`config.mk`:
```
export PLATFORM = sky130hd
export DESIGN_NAME = gemm2x2_seq_ctrl
export DESIGN_NICKNAME = d
export VERILOG_FILES = /design/src/rtl/gemm2x2_seq_ctrl.sv
export SDC_FILE = /design/constraint.sdc
export NUM_CORES = 1
export LEC_CHECK = 0
export CAP_MARGIN = 20
export CORE_AREA = 2 2 186 188
export DETAILED_ROUTE_END_ITERATION = 16
export DIE_AREA = 0 0 188 190
export HOLD_SLACK_MARGIN = 0.08
export PLACE_DENSITY = 0.78
export SETUP_SLACK_MARGIN = 0.02
export SYNTH_ARGS = -nofsm -noshare
export SYNTH_HDL_FRONTEND = slang
export SYNTH_SLANG_ARGS = --single-unit
export TNS_END_PERCENT = 20
```
`constraint.sdc`:
```
create_clock -name i_clk -period 3.07 [get_ports i_clk]
set_input_delay 0.307 -clock i_clk [delete_from_list [all_inputs] [get_ports i_clk]]
set_output_delay 0.307 -clock i_clk [all_outputs]
set_load 0.01 [all_outputs]
```
`src/rtl/gemm2x2_seq_ctrl.sv`:
```
// gemm2x2_seq_ctrl
//   Sequencer for a 2x2 GEMM tile computed one K-slice at a time. For each slice it
//   fetches the A column / B row operands, issues them together with the running
//   partial sums to an external 2x2 MAC array, waits for the MAC result and stores
//   it as the new partials. After k_len slices the partials become the result tile.
//   No arithmetic happens here; the MAC array does all multiply-accumulate work.
//
// Ports
//   i_clk, i_rst_n              clock, asynchronous active-low reset
//   i_start, i_k_len            job request and slice count (sampled only in idle)
//   o_busy, o_done              not-idle flag, one-cycle completion pulse
//   o_op_req, o_op_idx          operand fetch request and slice index
//   i_op_vld, i_op_a*/i_op_b*   fetch response and slice operands
//   o_mac_in_valid              issue strobe to the MAC array
//   o_mac_a*/o_mac_b*           registered slice operands
//   o_mac_acc*                  running partial sums fed to the MAC array
//   i_mac_out_valid, i_mac_y*   MAC result strobe and values
//   o_res*                      final C tile, held until the next accepted start
//   o_err                       sticky: MAC result arrived outside the wait state
module gemm2x2_seq_ctrl #(
    parameter int unsigned KW = 8
) (
    input  logic                 i_clk,
    input  logic                 i_rst_n,
    input  logic                 i_start,
    input  logic [KW-1:0]        i_k_len,
    output logic                 o_busy,
    output logic                 o_done,
    output logic                 o_op_req,
    output logic [KW-1:0]        o_op_idx,
    input  logic                 i_op_vld,
    input  logic signed [7:0]    i_op_a0,
    input  logic signed [7:0]    i_op_a1,
    input  logic signed [7:0]    i_op_b0,
    input  logic signed [7:0]    i_op_b1,
    output logic                 o_mac_in_valid,
    output logic signed [7:0]    o_mac_a0,
    output logic signed [7:0]    o_mac_a1,
    output logic signed [7:0]    o_mac_b0,
    output logic signed [7:0]    o_mac_b1,
    output logic signed [31:0]   o_mac_acc00,
    output logic signed [31:0]   o_mac_acc01,
    output logic signed [31:0]   o_mac_acc10,
    output logic signed [31:0]   o_mac_acc11,
    input  logic                 i_mac_out_valid,
    input  logic signed [31:0]   i_mac_y00,
    input  logic signed [31:0]   i_mac_y01,
    input  logic signed [31:0]   i_mac_y10,
    input  logic signed [31:0]   i_mac_y11,
    output logic signed [31:0]   o_res00,
    output logic signed [31:0]   o_res01,
    output logic signed [31:0]   o_res10,
    output logic signed [31:0]   o_res11,
    output logic                 o_err
);

    typedef enum logic [2:0] {StIdle, StFetch, StIssue, StWait, StDone} state_t;

    state_t             r_state;
    logic [KW-1:0]      r_k_len;
    logic [KW-1:0]      r_k_cnt;
    logic               r_busy;
    logic               r_done;
    logic               r_op_req;
    logic               r_mac_in_valid;
    logic               r_err;
    logic signed [7:0]  r_a0, r_a1, r_b0, r_b1;
    logic signed [31:0] r_acc00, r_acc01, r_acc10, r_acc11;
    logic signed [31:0] r_res00, r_res01, r_res10, r_res11;
    logic [KW-1:0]      w_k_next;

    // Compared against k_len before storing, so k_len = 2^KW-1 finishes without wrap.
    assign w_k_next = r_k_cnt + KW'(1);

    always_ff @(posedge i_clk or negedge i_rst_n) begin
        if (!i_rst_n) begin
            r_state        <= StIdle;
            r_k_len        <= '0;
            r_k_cnt        <= '0;
            r_busy         <= 1'b0;
            r_done         <= 1'b0;
            r_op_req       <= 1'b0;
            r_mac_in_valid <= 1'b0;
            r_err          <= 1'b0;
            r_a0           <= '0;
            r_a1           <= '0;
            r_b0           <= '0;
            r_b1           <= '0;
            r_acc00        <= '0;
            r_acc01        <= '0;
            r_acc10        <= '0;
            r_acc11        <= '0;
            r_res00        <= '0;
            r_res01        <= '0;
            r_res10        <= '0;
            r_res11        <= '0;
        end else begin
            // Stray MAC result: flag only, data is dropped. An accepted start below
            // overrides this because its clear is assigned later.
            if (i_mac_out_valid && (r_state != StWait)) begin
                r_err <= 1'b1;
            end

            case (r_state)
                StIdle: begin
                    if (i_start) begin
                        r_k_len <= i_k_len;
                        r_k_cnt <= '0;
                        r_acc00 <= '0;
                        r_acc01 <= '0;
                        r_acc10 <= '0;
                        r_acc11 <= '0;
                        r_res00 <= '0;
                        r_res01 <= '0;
                        r_res10 <= '0;
                        r_res11 <= '0;
                        r_err   <= 1'b0;
                        r_busy  <= 1'b1;
                        if (i_k_len == '0) begin
                            r_done  <= 1'b1;
                            r_state <= StDone;
                        end else begin
                            r_op_req <= 1'b1;
                            r_state  <= StFetch;
                        end
                    end
                end
                StFetch: begin
                    if (i_op_vld) begin
                        r_a0           <= i_op_a0;
                        r_a1           <= i_op_a1;
                        r_b0           <= i_op_b0;
                        r_b1           <= i_op_b1;
                        r_op_req       <= 1'b0;
                        r_mac_in_valid <= 1'b1;
                        r_state        <= StIssue;
                    end
                end
                StIssue: begin
                    r_mac_in_valid <= 1'b0;
                    r_state        <= StWait;
                end
                StWait: begin
                    if (i_mac_out_valid) begin
                        r_acc00 <= i_mac_y00;
                        r_acc01 <= i_mac_y01;
                        r_acc10 <= i_mac_y10;
                        r_acc11 <= i_mac_y11;
                        r_k_cnt <= w_k_next;
                        if (w_k_next == r_k_len) begin
                            // Publish results on entry to done so they are final
                            // during the done pulse.
                            r_res00 <= i_mac_y00;
                            r_res01 <= i_mac_y01;
                            r_res10 <= i_mac_y10;
                            r_res11 <= i_mac_y11;
                            r_done  <= 1'b1;
                            r_state <= StDone;
                        end else begin
                            r_op_req <= 1'b1;
                            r_state  <= StFetch;
                        end
                    end
                end
                StDone: begin
                    r_done  <= 1'b0;
                    r_busy  <= 1'b0;
                    r_state <= StIdle;
                end
                default: begin
                    r_done         <= 1'b0;
                    r_busy         <= 1'b0;
                    r_op_req       <= 1'b0;
                    r_mac_in_valid <= 1'b0;
                    r_state        <= StIdle;
                end
            endcase
        end
    end

    assign o_busy         = r_busy;
    assign o_done         = r_done;
    assign o_op_req       = r_op_req;
    assign o_op_idx       = r_k_cnt;
    assign o_mac_in_valid = r_mac_in_valid;
    assign o_mac_a0       = r_a0;
    assign o_mac_a1       = r_a1;
    assign o_mac_b0       = r_b0;
    assign o_mac_b1       = r_b1;
    assign o_mac_acc00    = r_acc00;
    assign o_mac_acc01    = r_acc01;
    assign o_mac_acc10    = r_acc10;
    assign o_mac_acc11    = r_acc11;
    assign o_res00        = r_res00;
    assign o_res01        = r_res01;
    assign o_res10        = r_res10;
    assign o_res11        = r_res11;
    assign o_err          = r_err;

endmodule

```
==> flow_summary.yaml <==
outcome:
  status: "finished, final reports clean"
die:
  die_w_um: 188
  ios: 474
  die_y_um: 190
  core-area_um2: 33900
  fp-row-count: 68
  die-area_um2: 35700
  start_util_pct: 36.3
logic_synthesis:
  synth_nets: 1214
  synth_cell_types: 46
  syn_area_per_cell_um2: 11.8
  synth_edf_count: 0
  syn_area_um2: 12300
  synth_compound_area_share_pct: 18.3
  ys_warn_count: 0
  ys_ff_latch: 312
  synthMuxAreaShare_pct: 3.66
  synthArstFlopShare_pct: 100
  yosys.area_share.xor_xnor_pct: 0.701
  synth_top_family_by_area: "compound AO/OA/AOI/OAI gates"
  synthSimpleGateAreaFrac_pct: 9.34
  synth-main-ff-cell: "dfrtp_1"
  synth_seq_area_share_pct: 63.4
  synthAdderAreaFrac_pct: 0.102
  synth_cells: 1040
place:
  placed_cells: 1900
  pre_cts_ws_ns: 0.467
  place.gp.congestion: 0.797
  post-dp-hpwl_um: 26400
  port_buffers: 473
final_layout:
  drive_above_1_share_pct: 8.76
  fin_nets: 1657
  antenna_cells: 0
  layout_common_cells: "clkdlybuf4s50_1 (472), dfrtp_1 (312), nand2_1 (238), o21ai_0 (127), a32o_1 (111)"
  fin_cells: 1961
  register_area_um2: 7810
  area_growth_pct: 50.9
  fillerInstances: 2826
  final_common_cell: "clkdlybuf4s50_1"
  multi_input_area_um2: 3990
worst_setup_path:
  start_kind: "register"
  slowest_delay_ns: 0.46
  cp.required_ns: 3.51
  path_cells: "ha_1 > and3_1 > o22ai_2 > a2111oi_4 > o211ai_4 > nor2_4 > buf_12 > a32o_1"
  worst_ep_arrival_time_ns: 3.07
  endpoint_kind: "register"
  critPathKind: "reg -> reg"
  slowest_stage: "dfrtp_1"
  critPathMaxFanout: 80
route:
  detail_route.iter0.violations: 498
  routed_wl_um: 38300
  wire_per_inst_um: 19.5
  viasPerCell: 5.21
  antenna_left: 0
  drcViolationCount: 0
  vias: 10200
  dr.pass1.iters: 5
timing:
  worstMarginPinSlew_ns: 0.597
  hold_viol: 0
  whs_ns: 0.369
  min_period_over_period_pct: 85.6
  rsz0062_at_grt: "false"
  finalWorstSetupSlack_ns: 0.444
  tns_ns: 0
  drv_slew: 0
  period_minus_slack_ns: 2.63
  slew_headroom_pct: 60.2
  fin_worst_skew_ns: 0.0147
  setup_violations: 0
  fmax_ghz: 0.381
pwr:
  peakVddDrop_v: 0.000679
  power_frac_seq_pct: 35.3
  powerDensity_nw_per_um2: 1060
  netSwitchingFraction_pct: 34.2
  p_leak_nw: 7.93
  p_comb_share_pct: 43.5
  clockPowerShare_pct: 21.1
  p_int_mw: 13.0
  p_sw_mw: 6.75
clocking:
  clockRootBuffer: "clkbuf_16"
  worstSkewPairLatency_ns: 0.52
  cts_buffer_depth: 3
  cts_buffers: 35
  cts_tree: "yes"
  htreeDepth: 2
  cts_resized: 0
  clk_pin_slew_ns: 0.06
  post_cts_buffers: 0
  cts_num_sinks: 312
grt:
  grt_pass1_vias: 10400
  grt_pass1_wl_um: 59200
  grt.overflow.total: 0
  grt_max_degree: 103
  antenna_found_initial: 0
  grt_use_total_pct: 20.9
job:
  cap_violations: 0
hold_path:
  min_path_type: "in -> reg"
==> cell type report <==
cell class | instances | area share [%]
sequential | 312 | 42.0
timing repair buffer | 498 | 27.2
multi-input combinational | 631 | 21.5
clock buffer | 45 | 5.24
tap | 455 | 3.06
clock inverter | 15 | 0.889
inverter | 5 | 0.101
==> critical path, delay by kind of cell, from the launching register on <==
family | cells | cell delay (ns)
fa+ha+maj | 1 | 0.26
simple gates | 2 | 0.44
compound gates | 4 | 0.99
buf+inv | 1 | 0.32
flops | 1 | 0.46
==> stage by stage <==
stage	utilization, %	total power [mW]	cell area [um^2]
2_1_floorplan	-	10.7	12300
3_3_place_gp	51.3	15.4	17400
3_5_place_dp	51.3	15.6	17400
4_1_cts	54.7	19.9	18600
5_1_grt	54.7	20.9	18600
6_report	54.7	19.8	18600
==> state kept, by name (all words and copies together), names as in the netlist, 32 cells and up <==
register,cells
o_res10,32
o_mac_acc10,32
o_res01,32
o_mac_acc00,32
o_res11,32
o_mac_acc01,32
o_mac_acc11,32
o_res00,32
==> what timing repair did <==
action | in CTS | in global routing
hold buffers | 1 | 0
endpoints found under the hold margin | 66 | 0
endpoints found under the setup margin | 0 | 0
==> power by group through the flow <==
stage               clock network [mW]  registers [mW]  logic (mW)
finish                            4.17            6.98        8.60
global placement                     0            6.93        8.47
detailed placement                   0            7.02        8.62
CTS                               4.28            6.98        8.67
global route                      4.45            7.20        9.21
floorplan                            0            7.67        3.03
==> cells in the mapped netlist (4+ instances only) <==
master	n	area (um^2)
nand2_1	238	893
a21oi_1	9	45.0
mux2_2	40	450
inv_1	5	18.8
dfrtp_1	312	7810
nor2_1	19	71.3
a22o_1	35	307
buf_6	22	248
buf_1	4	15.0
xnor2_1	5	43.8
nand3_1	5	25.0
o21ai_0	127	636
a32o_1	111	1110
clkbuf_1	60	225
==> final timing paths <==
kind                            slack (ns)              end  depth (start not counted)             from
min in group asynchronous             0.38  o_mac_acc00[14]                          2          i_rst_n
worst min-delay path                  0.37  o_mac_acc10[30]                          3    i_mac_y10[30]
worst max-delay path                  0.44       o_res00[4]                          8      o_op_idx[0]
max in group asynchronous             1.84      o_res01[11]                          3          i_rst_n
worst max register to register        0.44       o_res00[4]                          8      o_op_idx[0]
worst min register to register        0.48  o_mac_acc10[25]                          2  o_mac_acc10[25]
==> per-layer routing <==
| metal | GRT usage (%) | vias up | wire length [um] |
|---|---|---|---|
| met3 | 5.59 | 96 | 2860 |
| li1 | - | 4624 | - |
| met5 | 0 | - | 0 |
| met1 | 25.3 | 5088 | 15100 |
| met2 | 35.0 | 415 | 18700 |
| met4 | 9.51 | 0 | 1640 |
==> kinds of logic after synthesis <==
logic type                 count (synthesis)
and+or+nand+nor                          285
AOI/OAI and AO/OA                        296
buffers and inverters                     97
xor gates and xnor gates                   9
DFF                                      312
muxes                                     40
adders and majority gates                  1
Note: power is estimated with default switching activity, not from simulation.
==> patch, RTL diff (same flow settings) <==
The 5 states of `state_t` get a one-hot encoding in 5 bits.
--- a/src/rtl/gemm2x2_seq_ctrl.sv
+++ b/src/rtl/gemm2x2_seq_ctrl.sv
@@ -55,5 +55,5 @@
 );
 
-    typedef enum logic [2:0] {StIdle, StFetch, StIssue, StWait, StDone} state_t;
+    typedef enum logic [4:0] {StIdle = 5'b00001, StFetch = 5'b00010, StIssue = 5'b00100, StWait = 5'b01000, StDone = 5'b10000} state_t;
 
     state_t             r_state;
Function: no difference found for any inputs over 4 cycles, from zero or initial values and one cycle with i_rst_n low; so few cycles prove little.
==> patch against the unedited design <==
Final area rose by 3.1%. Die area unchanged. First-iteration DRC count increased by 38%. Synthesized cell count increased by 23%. Highest routed layer unchanged. Sequential cell count is 2 higher. Setup slack got worse by 0.086 ns. Area after synthesis rose by 4.0%. Routed wire length is 1.6% higher. Critical path depth fell by 1. Sequential share of layout area down 0.99 points.
Power is not compared: it rests on default switching activity, and its combinational part moved more than twofold at a synthesized area within 25%.
==> patch: results (changes against the unedited design) <==
The run finished with clean final reports. The count of hold buffers inserted by post-cts repair came out at 1 (unchanged). The run gives 0.264 (was 0.253) as the global routing usage on met1. The uppermost layer routed was met4 (unchanged).

The instance count after placement with tap cells included is 2142 (was 1900). For the number of nets in the layout, the log shows 1898 (was 1657). Top cells by count, synth: 483 x sky130_fd_sc_hd__nand2_1, 313 x sky130_fd_sc_hd__dfrtp_1, 140 x sky130_fd_sc_hd__o21ai_0 (was 312 x sky130_fd_sc_hd__dfrtp_1, 238 x sky130_fd_sc_hd__nand2_1, 127 x sky130_fd_sc_hd__o21ai_0). Global-route wire length before repair: 61.0 mm (was 59.2 mm). The via density per instance is 4.96 (was 5.21), and the number of I/O port buffers is 473 (unchanged). The logs give 0.881 (was 0.797) for the final weighted congestion in routability-driven placement and 0.0666 (was 0.0559) for the met3 track demand over resource.

The post-place instance area was 18000 µm² (was 17400 µm²). The run gives 15.6 mm (was 15.1 mm) as the total routed wire length on the met1 layer. Number of distinct library cells after synthesis: 44 (was 46). The run gives 38.9 mm (was 38.3 mm) as the total length of routed wires. The maximum resistive drop on vdd is 0.508 mV. The number of fill cells in the layout is 2816 (was 2826).

The wire length on met3 came out at 3.46 mm (was 2.86 mm). The fraction of layout cells with a size suffix above 1 works out to 0.0509 (was 0.0876). Sequential area share after synthesis: 0.614 (was 0.634). The clock buffer count from CTS is 34 (was 35), and the number of global-route vias before repair is 11100 (was 10400). The tools report the HPWL after detailed placement as 27.8 mm (was 26.4 mm). Clock root buffer: sky130_fd_sc_hd__clkbuf_16 (unchanged). The maximum fanout count along the critical path works out to 65 (was 80). The logs give 1277 (was 1040) for the synthesized instance count and 2203 (was 1961) for the number of standard cells in the layout, taps in and fillers out. The run gives 0.357 ns (was 0.444 ns) as the worst-case setup margin in the final layout.

The run gives 0.340 ns (was 0.369 ns) as the minimum hold slack. The share of synthesized area spent on multiplexers was 0.0970 (was 0.0366); the sum of met2 wire segment lengths after detailed routing was 18.6 mm (was 18.7 mm). The H-tree depth is 2 (unchanged), and the switching power is 3.34 mW. Synth top area cells: sky130_fd_sc_hd__dfrtp_1 61%, sky130_fd_sc_hd__nand2_1 14%, sky130_fd_sc_hd__mux2i_1 8.9% (was sky130_fd_sc_hd__dfrtp_1 63%, sky130_fd_sc_hd__a32o_1 9.0%, sky130_fd_sc_hd__nand2_1 7.3%). The post-synthesis xor/xnor area fraction is 0.0103 (was 0.00701). The post-synthesis net count is 1451 (was 1214), and the all-layer global routing usage is 0.214 (was 0.209). For the post-placement setup slack, the log shows 0.457 ns (was 0.467 ns). The adder-cell share of the synthesized area is 0.000977 (was 0.00102), and the final worst clock skew is 0.0178 ns (was 0.0147 ns). The share of the synthesized area in compound gates (AO/OA/AOI/OAI) came out at 0.0741 (was 0.183). The kind of cell adding the most delay to the critical path was simple AND/OR/NAND/NOR gates (was compound AO/OA/AOI/OAI gates).
patch: cell count changes after synthesis, moves of 22 or more:
| cell | unedited run | this run |
|---|---|---|
| sky130_fd_sc_hd__nand2_1 | 238 | 483 |
| sky130_fd_sc_hd__a32o_1 | 111 | 0 |
| sky130_fd_sc_hd__a22o_1 | 35 | 1 |
| sky130_fd_sc_hd__mux2_2 | 40 | 9 |
| sky130_fd_sc_hd__buf_6 | 22 | 0 |
| sky130_fd_sc_hd__mux2i_1 | 0 | 114 |
patch: worst paths after layout:
path                              from             end  depth (start not counted)
min in group asynchronous      i_rst_n  o_mac_acc00[1]                          2
max in group asynchronous      i_rst_n     o_res11[11]                          3
hold / removal              i_op_a0[7]     o_mac_a0[7]                          3
setup / recovery           o_op_idx[0]     o_res10[29]                          7
setup reg to reg           o_op_idx[0]     o_res10[29]                          7
hold reg to reg            o_mac_b0[7]     o_mac_b0[7]                          2
patch: cell families after synthesis:
kind of cell	Yosys count
AND/OR/NAND/NOR	542
buffers and inverters	104
flip-flops	314
XOR/XNOR	15
AO/OA/AOI/OAI	178
multiplexers	123
adder cells (fa/ha/maj)	1
patch: final cells by class:
cell class	instances	area [µm²]	area share
Inverter	19	71.3	0.00372
Multi-Input combinational cell	859	4510	0.236
Sequential cell	314	7860	0.410
Clock buffer	52	1040	0.0544
Timing Repair Buffer	496	5000	0.261
Clock inverter	8	92.6	0.00484
Tap cell	455	569	0.0297
patch: power groups by stage:
stage / clock network (mW) / logic, mW / registers (mW)
3_3_place_gp: 0 / 2.57 / 4.84
6_report: 4.13 / 2.62 / 4.78
3_5_place_dp: 0 / 2.62 / 4.85
4_1_cts: 4.25 / 2.64 / 4.78
5_1_grt: 4.40 / 2.84 / 4.83
2_1_floorplan: 0 / 1.19 / 4.93
